[config.mk]
export PLATFORM = sky130hd
export DESIGN_NAME = keypad_scan
export DESIGN_NICKNAME = d
export VERILOG_FILES = /design/src/rtl/keypad_scan.sv
export SDC_FILE = /design/constraint.sdc
export NUM_CORES = 1
export LEC_CHECK = 0
export ABC_AREA = 1
export BUFFER_PORTS_ARGS = -buffer_cell sky130_fd_sc_hd__buf_2
export CAP_MARGIN = 5
export CORE_UTILIZATION = 36
export CTS_BUF_LIST = sky130_fd_sc_hd__clkbuf_4 sky130_fd_sc_hd__clkbuf_8
export CTS_CLUSTER_SIZE = 40
export DETAILED_ROUTE_END_ITERATION = 10
export SLEW_MARGIN = 10
export SYNTH_ARGS = -nofsm -noshare
export SYNTH_HDL_FRONTEND = slang
export SYNTH_SLANG_ARGS = --single-unit
[constraint.sdc]
create_clock -name clk_100MHz -period 3.79 [get_ports clk_100MHz]
set_input_delay 0.379 -clock clk_100MHz [delete_from_list [all_inputs] [get_ports clk_100MHz]]
set_output_delay 0.379 -clock clk_100MHz [all_outputs]
set_load 0.05 [all_outputs]
[src/rtl/keypad_scan.sv]
// 4x4 matrix keypad scanner with frame-level debounce and optional BCD entry.
// Columns are driven active-low one at a time; rows are sampled once per column slot.
// Optional feature macro: KEYPAD_BCD_ENTRY_EN (shifts accepted digit keys into four BCD digits).
module keypad_scan #(
    parameter int unsigned SCAN_TICKS     = 100_000,
    parameter int unsigned DEBOUNCE_SCANS = 4
) (
    input  logic       clk_100MHz,
    input  logic       reset_n,
    input  logic [3:0] row,
    output logic [3:0] col,
    output logic [3:0] key_code,
    output logic       key_valid,
    output logic       key_held,
    output logic [3:0] ones,
    output logic [3:0] tens,
    output logic [3:0] hundreds,
    output logic [3:0] thousands
);

    localparam int unsigned TW = (SCAN_TICKS > 1) ? $clog2(SCAN_TICKS) : 1;
    localparam int unsigned CW = $clog2(DEBOUNCE_SCANS + 1);
    localparam logic [TW-1:0] TERM    = TW'(SCAN_TICKS - 1);
    localparam logic [CW-1:0] CNT_MAX = CW'(DEBOUNCE_SCANS);
    localparam logic [CW-1:0] CNT_ONE = CW'(1);

    typedef enum logic [1:0] {IDLE, DEBOUNCE, PRESSED, RELEASE} state_t;

    logic [3:0]    row_meta, row_sync;
    logic [TW-1:0] timer;
    logic [1:0]    col_sel, col_sel_nxt;
    logic          slot_end, frame_close;
    logic          row_hit;
    logic [1:0]    row_idx;
    logic          det_valid;
    logic [3:0]    det_code;
    logic          cand_valid;
    logic [3:0]    cand_code;

    state_t        state, state_nxt;
    logic [CW-1:0] cnt, cnt_nxt, cnt_inc;
    logic [3:0]    lat, lat_nxt;
    logic [3:0]    key_code_nxt;
    logic          key_valid_nxt, key_held_nxt;
    logic          accept_c;

    // Two-flop synchronizer for the asynchronous row lines
    always_ff @(posedge clk_100MHz or negedge reset_n) begin
        if (!reset_n) begin
            row_meta <= '0;
            row_sync <= '0;
        end else begin
            row_meta <= row;
            row_sync <= row_meta;
        end
    end

    assign slot_end    = (timer == TERM);
    assign col_sel_nxt = col_sel + 2'd1;
    assign frame_close = slot_end && (col_sel == 2'd3);

    // Slot timer, column select and registered column drive
    always_ff @(posedge clk_100MHz or negedge reset_n) begin
        if (!reset_n) begin
            timer   <= '0;
            col_sel <= 2'd0;
            col     <= 4'b1110;
        end else if (slot_end) begin
            timer   <= '0;
            col_sel <= col_sel_nxt;
            col     <= ~(4'b0001 << col_sel_nxt);
        end else begin
            timer   <= timer + TW'(1);
        end
    end

    // Lowest active-low row in the current column
    always_comb begin
        row_hit = (row_sync != 4'hF);
        row_idx = 2'd0;
        if      (!row_sync[0]) row_idx = 2'd0;
        else if (!row_sync[1]) row_idx = 2'd1;
        else if (!row_sync[2]) row_idx = 2'd2;
        else if (!row_sync[3]) row_idx = 2'd3;
    end

    // Earlier columns take priority, so the first hit of the frame is kept
    assign cand_valid = det_valid | row_hit;
    assign cand_code  = det_valid ? det_code : {row_idx, col_sel};

    // Frame detector: remembers first hit, cleared at frame close
    always_ff @(posedge clk_100MHz or negedge reset_n) begin
        if (!reset_n) begin
            det_valid <= 1'b0;
            det_code  <= 4'h0;
        end else if (frame_close) begin
            det_valid <= 1'b0;
            det_code  <= 4'h0;
        end else if (slot_end && !det_valid && row_hit) begin
            det_valid <= 1'b1;
            det_code  <= {row_idx, col_sel};
        end
    end

    assign cnt_inc = (cnt >= CNT_MAX) ? cnt : cnt + CW'(1);

    // Debounce FSM next-state and outputs, evaluated only at frame close
    always_comb begin
        state_nxt     = state;
        cnt_nxt       = cnt;
        lat_nxt       = lat;
        key_code_nxt  = key_code;
        key_valid_nxt = 1'b0;
        key_held_nxt  = key_held;
        accept_c      = 1'b0;
        if (frame_close) begin
            case (state)
                IDLE: begin
                    if (cand_valid) begin
                        lat_nxt = cand_code;
                        cnt_nxt = CNT_ONE;
                        if (CNT_ONE >= CNT_MAX) accept_c = 1'b1;
                        else                    state_nxt = DEBOUNCE;
                    end
                end
                DEBOUNCE: begin
                    if (cand_valid && (cand_code == lat)) begin
                        cnt_nxt = cnt_inc;
                        if (cnt_inc >= CNT_MAX) accept_c = 1'b1;
                    end else begin
                        state_nxt = IDLE;
                        cnt_nxt   = '0;
                    end
                end
                PRESSED: begin
                    if (!cand_valid) begin
                        if (CNT_ONE >= CNT_MAX) begin
                            state_nxt    = IDLE;
                            cnt_nxt      = '0;
                            key_held_nxt = 1'b0;
                        end else begin
                            state_nxt = RELEASE;
                            cnt_nxt   = CNT_ONE;
                        end
                    end
                end
                RELEASE: begin
                    if (!cand_valid) begin
                        cnt_nxt = cnt_inc;
                        if (cnt_inc >= CNT_MAX) begin
                            state_nxt    = IDLE;
                            cnt_nxt      = '0;
                            key_held_nxt = 1'b0;
                        end
                    end else begin
                        state_nxt = PRESSED;
                        cnt_nxt   = '0;
                    end
                end
                default: begin
                    state_nxt = IDLE;
                    cnt_nxt   = '0;
                end
            endcase
            if (accept_c) begin
                state_nxt     = PRESSED;
                cnt_nxt       = '0;
                key_code_nxt  = lat_nxt;
                key_valid_nxt = 1'b1;
                key_held_nxt  = 1'b1;
            end
        end
    end

    // FSM state and registered key outputs
    always_ff @(posedge clk_100MHz or negedge reset_n) begin
        if (!reset_n) begin
            state     <= IDLE;
            cnt       <= '0;
            lat       <= 4'h0;
            key_code  <= 4'h0;
            key_valid <= 1'b0;
            key_held  <= 1'b0;
        end else begin
            state     <= state_nxt;
            cnt       <= cnt_nxt;
            lat       <= lat_nxt;
            key_code  <= key_code_nxt;
            key_valid <= key_valid_nxt;
            key_held  <= key_held_nxt;
        end
    end

`ifdef KEYPAD_BCD_ENTRY_EN
    // BCD entry: digit keys shift in from the right, C clears, other letters ignored
    always_ff @(posedge clk_100MHz or negedge reset_n) begin
        if (!reset_n) begin
            ones      <= 4'h0;
            tens      <= 4'h0;
            hundreds  <= 4'h0;
            thousands <= 4'h0;
        end else if (accept_c) begin
            if (key_code_nxt <= 4'd9) begin
                thousands <= hundreds;
                hundreds  <= tens;
                tens      <= ones;
                ones      <= key_code_nxt;
            end else if (key_code_nxt == 4'hC) begin
                ones      <= 4'h0;
                tens      <= 4'h0;
                hundreds  <= 4'h0;
                thousands <= 4'h0;
            end
        end
    end
`else
    assign ones      = 4'h0;
    assign tens      = 4'h0;
    assign hundreds  = 4'h0;
    assign thousands = 4'h0;
`endif

endmodule

==> impl_results.md, run 1 <==
- Largest net degree at the start of global routing: 34
- Post-CTS setup buffers: 0
- Share of layout cells above drive strength 1: between 10% and 20%
- # H-tree levels: 2
- Filler Cell Count: roughly 760
- Share of the synthesized area in the top cell type: 43.98%
- Crit path cell chain: ha_1 > nand2_2 > nor2_4 > nand3_1 > nor2_4 > nand2_2 > nor2_4 > nand3_2 > clkinv_2 > nand2_1 > o21ai_1 > inv_1
- Initial antenna violation count: 0
- CTS root buf: clkbuf_8
- Min cycle time layout: 1.979 ns
- Max-slew violation total from the final report: 0
- PostCTS Resize Cnt: 0
- CTS sink cnt: approximately 50
- Syn_area_per_cell: about 8.3 sq um
- Area leader, netlist: dfrtp_1
- Port Buffer Count: 15
- Total negative slack: 0 ns
- Overall Global Routing Usage: a little over an eighth
- Fmax: 0.5052 GHz
- RSZ-0062 raised after global routing: no
- Crit end category: flop
- DR WL/cell: roughly 10 um
- Most used DFF post-synth: dfrtp_1
- Final ANT Viol Nets: 0
- Initial Utilization: between 30 and 40%
- TritonCTS clock tree: yes
- Crit-path max FO: 14
- Commonest non-fill, non-tap cell in the layout: nand2_1
- Nets@finish: around 360
- Worst EP arrival: 2.17 ns
- Chip height: slightly below 90 um
- Initial DRC Count: 65
- Worst VDD drop: 0.0001260 V
- Area of the core: 7292 sq um
- Worst path required time: slightly below 4 ns
- Fin crit share: about 52%
- Io pins: 32
- Placer Congestion: approximately 0.8
- Hold WS: roughly 0.013 ns
- # setup viols final: 0
- CTS buffer count: 5
- Vias: about 2.0k
- Synth async-reset ratio: between 90% and 100%
- Max incr delay on CP: slightly below 0.4 ns
- Hold buffer count at cts: 0
- Area grow syn2layout: 8.200%
- Post-DP HPWL: between 3000 and 4000 um
- FF+latch count, synth: 51
- Path type of the worst setup path: reg2reg
- Clk pin slew, worst setup/hold paths: roughly 0.080 ns
- First-pass GRT wire length: between 8000 and 9000 um
- Clk_lat worst skew: 0.30 ns
- Clock Skews: just over 0.008 ns
- Most Frequent Cell on Critical Path: nor2_4
- Sequential area share after synthesis: between 40% and 50%
- N_diodes: 0
- DRC violation count after routing: 0
- HP Class: in2async
- Most frequent cells in the layout: nand2_1, dfrtp_1, inv_1, nor2_1, conb_1
- Critical Path Start Type: flop
- Drt total wl: 4699 um
- Via density: 4.377
- Chip width: around 90 um
- Row count: 31
- Final Hold Fails: 0
- Post-Syn Area: 2731 sq um
- Synth warn: 0
- EDFF count, synth: 0
- Cells after Synth: around 330
- Die area: a little under 8000 sq um
- Vias in the first global route: roughly 1.8k
- Total grt overflow: 0
- Outcome: finished clean
- Power Density: between 300 and 400 nW/um^2
- Synth top area cells: dfrtp_1, nand2_1, inv_1, buf_4, nor2_1
- Max cap viols: 0
- Synth cell types: 31
- Slowest stage cell, crit path: dfrtp_1
- Clock Path Buffers: 2
- DR pass1 iterations: 4
- Static Leak: ~1.5 nW
-- sequential cells by signal (all words and copies together) (netlist names) --
signal     cells
col            4
timer         17
det_valid      1
key_code       4
cnt            3
state          2
key_valid      1
det_code       4
key_held       1
row_sync       4
lat            4
row_meta       4
col_sel        2
-- where the power goes --
group | switching (mW) | leakage (nW) | internal, mW
clock | 0.166 | 0.0498 | 0.153
sequential | 0.00203 | 0.669 | 0.548
combinational | 0.0526 | 0.801 | 0.00548
-- metrics by stage --
| step | power (mW) | util (%) | area [sq um] | worst slack [ns] | instances |
|---|---|---|---|---|---|
| after floorplan | 0.6163 | - | 2788 | 2.143 | 346 |
| final | 0.9274 | 40.53 | 2955 | 1.811 | 451 |
| after global routing | 0.9704 | 40.53 | 2955 | 1.579 | 451 |
| after detailed placement | 0.6200 | 39.28 | 2864 | 1.802 | 443 |
| after global placement | 0.6195 | 39.28 | 2864 | 1.877 | 443 |
| after CTS | 0.9427 | 40.53 | 2955 | 1.780 | 451 |
-- Yosys cell counts, types with 4 or more instances --
| library cell | count |
|---|---|
| nand2_1 | 80 |
| dfrtp_1 | 48 |
| inv_1 | 45 |
| nor2_1 | 28 |
| buf_4 | 16 |
| nand3_1 | 14 |
| o21ai_0 | 12 |
| o21ai_1 | 9 |
| a21oi_1 | 8 |
| ha_1 | 7 |
| nand4_1 | 7 |
| nor2_2 | 7 |
| nand2_2 | 6 |
| inv_2 | 5 |
| nand3_2 | 4 |
| nor2_4 | 4 |
| xor2_1 | 4 |
-- worst max-delay path: cells and delay by family (launching register included) --
family                     cells  cell delay, ns
AOI/OAI and AO/OA              1            0.07
adders and majority gates      1            0.21
buffers and inverters          2            0.15
DFF                            1            0.39
and+or+nand+nor                8            1.06
-- per-layer routing --
layer / part of all wire, % / wire length [um] / GRT usage [%] / vias up
met1: 52 / 2452 / 19.08 / 897
li1: - / - / - / 1037
met2: 43 / 2037 / 19.99 / 34
met3: 3.1 / 146 / 3.047 / 6
met5: 0 / 0 / 0 / -
met4: 1.3 / 63 / 3.896 / 0
-- final cells by class --
class	count	area, sq um	area share, %
tap	99	123.9	4.191
clock buffer	8	91.34	3.091
inverter	51	192.7	6.520
sequential	51	1280	43.31
timing repair buffer	16	82.58	2.794
multi-input combinational	226	1185	40.09
-- final timing paths --
check	cells after the start	startpoint	endpoint	slack [ns]
max reg2reg	12	timer[0]	key_code[2]	1.81
max	12	timer[0]	key_code[2]	1.81
min reg2reg	0	row_meta[3]	row_sync[3]	0.35
min	1	reset_n	timer[10]	0.01
min in group clk_100MHz	1	row[2]	row_meta[2]	0.18
max in group asynchronous	2	reset_n	det_code[0]	3.00
-- logic make-up after synthesis --
group	synth area share (%)
AO/OA/AOI/OAI	6.826
XOR/XNOR	2.245
adder cells (fa/ha/maj)	3.206
buffers and inverters	11.82
flip-flops	46.86
other	0.1373
AND/OR/NAND/NOR	28.90
Power figures use the tool's default switching activity.
==> run 2: changes to the inputs <==
Clock period 3.79 ns to 1.8 ns, I/O delays scaled along.
==> impl_results.md, run 2 (synthesized netlist as in run 1, its figures left out) <==
- Drt total wl: 4938 um (+5.1%)
- M3 GR Usage: 3.232% (+0.18 points)
- Port Buffer Count: 15 (unchanged)
- Post-route cell area: 3212 sq um (+8.7%)
- N_diodes: 0 (unchanged)
- Slew @ Worst Pin: 0.5054 ns
- Final Hold Fails: 0 (unchanged)
- Die area: 7940 sq um (unchanged)
- Cell total after placement: 455 (+2.7%)
- Share of layout cells above drive strength 1: 23.59% (+6.3 points)
- Nets@finish: 385 (+5.8%)
- RSZ-0062 raised after global routing: yes
- Io pins: 32 (unchanged)
- Hold WS: 0.3528 ns (+0.3399 ns)
- # H-tree levels: 2 (unchanged)
- Commonest non-fill, non-tap cell in the layout: nand2_1
- Worst EP arrival: 1.95 ns (-0.22 ns)
- DR pass1 iterations: 4 (unchanged)
- Clock Skews: 0.008744 ns (+0.0005015 ns)
- HP Class: reg2reg
- Placement Cell Area: 2967 sq um (+3.6%)
- Path type of the worst setup path: reg2reg
- Gr busiest metal: met2
- Area of the core: 7292 sq um (unchanged)
- Slowest stage cell, crit path: dfrtp_1
- GR Util met1: 19.43% (+0.35 points)
- Chip height: 89.11 um (unchanged)
- DRC violation count after routing: 0 (unchanged)
- Max-slew headroom: about 66%
- First-pass GRT wire length: 8507 um (+3.9%)
- Met2 Usage GRT: 21.58% (+1.6 points)
- CTS buffer count: 5 (unchanged)
- TritonCTS clock tree: yes
- Post-DP HPWL: 3669 um (+3.6%)
- CP Buf/Inv Count: 2 (unchanged)
- Initial antenna violation count: 0 (unchanged)
- Clock Path Buffers: 2 (unchanged)
- CTS sink cnt: 51 (unchanged)
- Fmax: 0.5703 GHz (+13%)
- Crit path cell chain: ha_4 > nand2_4 > nor2_4 > nand3_2 > nor2_4 > nand2_4 > nor2_4 > nand3_2 > inv_4 > nand2_1 > o21ai_2 > inv_2
- Largest delay share family, worst path: simple AND/OR/NAND/NOR gates
- Post-route insts no fill: 472 (+4.7%)
- Static Leak: 1.677 nW (+10%)
- Crit-path max FO: 6 (-8)
- Worst path required time: 1.99 ns (-1.99 ns)
- Filler Cell Count: 745 (-1.3%)
- DR WL/cell: 10.46 um (+0.41%)
- Max-slew violation total from the final report: 0 (unchanged)
- Via density: 4.441 (+1.5%)
- Row count: 31 (unchanged)
- Total negative slack: 0 ns (unchanged)
- Largest Register: timer
- FF/Latch Area: 1281 sq um (about the same)
- Outcome: finished clean
- Worst VDD drop: 0.0003222 V (+160%)
- Fin crit share: 97.42% (+45 points)
- Most frequent cells in the layout: nand2_1, dfrtp_1, inv_1, nor2_1
- Largest register FFs: 17 (unchanged)
- Vias in the first global route: 1,906 (+6.3%)
- Power Density: 610.0 nW/um^2 (+94%)
- Initial Utilization: 37.46% (unchanged)
- Chip width: 89.11 um (unchanged)
- Total grt overflow: 0 (unchanged)
- Final ANT Viol Nets: 0 (unchanged)
- # setup viols final: 0 (unchanged)
- Placer Congestion: 0.8527 (+6.7%)
- Vias: 2,096 (+6.2%)
- Critical Path Start Type: flop
- Min cycle time layout: 1.754 ns (-0.2259 ns)
- Max cap viols: 0 (unchanged)
- Clk pin slew, worst setup/hold paths: 0.09 ns (about the same)
- CTS root buf: clkbuf_8
- Area of the multi-input gates: 1256 sq um (+6.0%)
- Initial DRC Count: 112 (+72%)
- Max incr delay on CP: 0.41 ns (+0.02 ns)
- Clk_lat worst skew: 0.30 ns (about the same)
- Crit end category: flop
- Largest net degree at the start of global routing: 32 (-5.9%)
- Overall Global Routing Usage: 14.01% (+0.74 points)
- Area grow syn2layout: 17.59%
- Most Frequent Cell on Critical Path: nor2_4
## run 2: worst reg2reg max path, cell delays in order (launching register included)
cell	delay [ns]
dfrtp_1	0.41
ha_4	0.17
nand2_4	0.06
nor2_4	0.13
nand3_2	0.09
nor2_4	0.18
nand2_4	0.09
nor2_4	0.13
nand3_2	0.11
inv_4	0.10
nand2_1	0.06
o21ai_2	0.07
inv_2	0.04
## run 2: repair_timing
item / 4_1_cts / 5_1_grt
hold endpoints to repair: 21 / 0
resized for setup: 0 / 20
setup endpoints to repair: 0 / 17
hold buffers: 5 / 0
buffers inserted: 0 / 4
## run 2: through the flow
step,power (mW),utilization (%),worst slack [ns]
2_1_floorplan,1.298,-,0.1534
6_report,1.959,44.05,0.04643
3_5_place_dp,1.310,40.68,0.02950
3_3_place_gp,1.308,40.68,0.09308
4_1_cts,1.985,42.59,0.002405
5_1_grt,2.051,44.05,-0.1013
## run 2: area by class of cell
class	count	share of cell area (%)
sequential	51	39.89
multi-input combinational	226	39.11
timing repair buffer	37	8.259
inverter	51	6.116
tap	99	3.857
clock buffer	7	2.610
clock inverter	1	0.1558
## run 2: worst paths after layout
check	end	cells past startpoint	slack [ns]	start
setup reg to reg	key_code[0]	12	0.05	timer[1]
setup / recovery	key_code[0]	12	0.05	timer[1]
hold / removal	row_sync[0]	0	0.35	row_meta[0]
min in group asynchronous	timer[7]	2	0.38	reset_n
hold reg to reg	row_sync[0]	0	0.35	row_meta[0]
max in group asynchronous	det_valid	3	0.88	reset_n
## run 2: report_power, final
group / total [mW] / internal, mW / switching (mW)
Sequential: 1.16 / 1.15 / 0.00441
Clock: 0.665 / 0.304 / 0.361
Combinational: 0.135 / 0.0219 / 0.114
Total: 1.96 / 1.48 / 0.479
## run 2: per-layer routing
metal / share of wire [%] / vias to the layer above
li1: - / 1090
met1: 51 / 957
met2: 44 / 45
met3: 2.9 / 4
met4: 1.2 / 0
met5: 0 / -
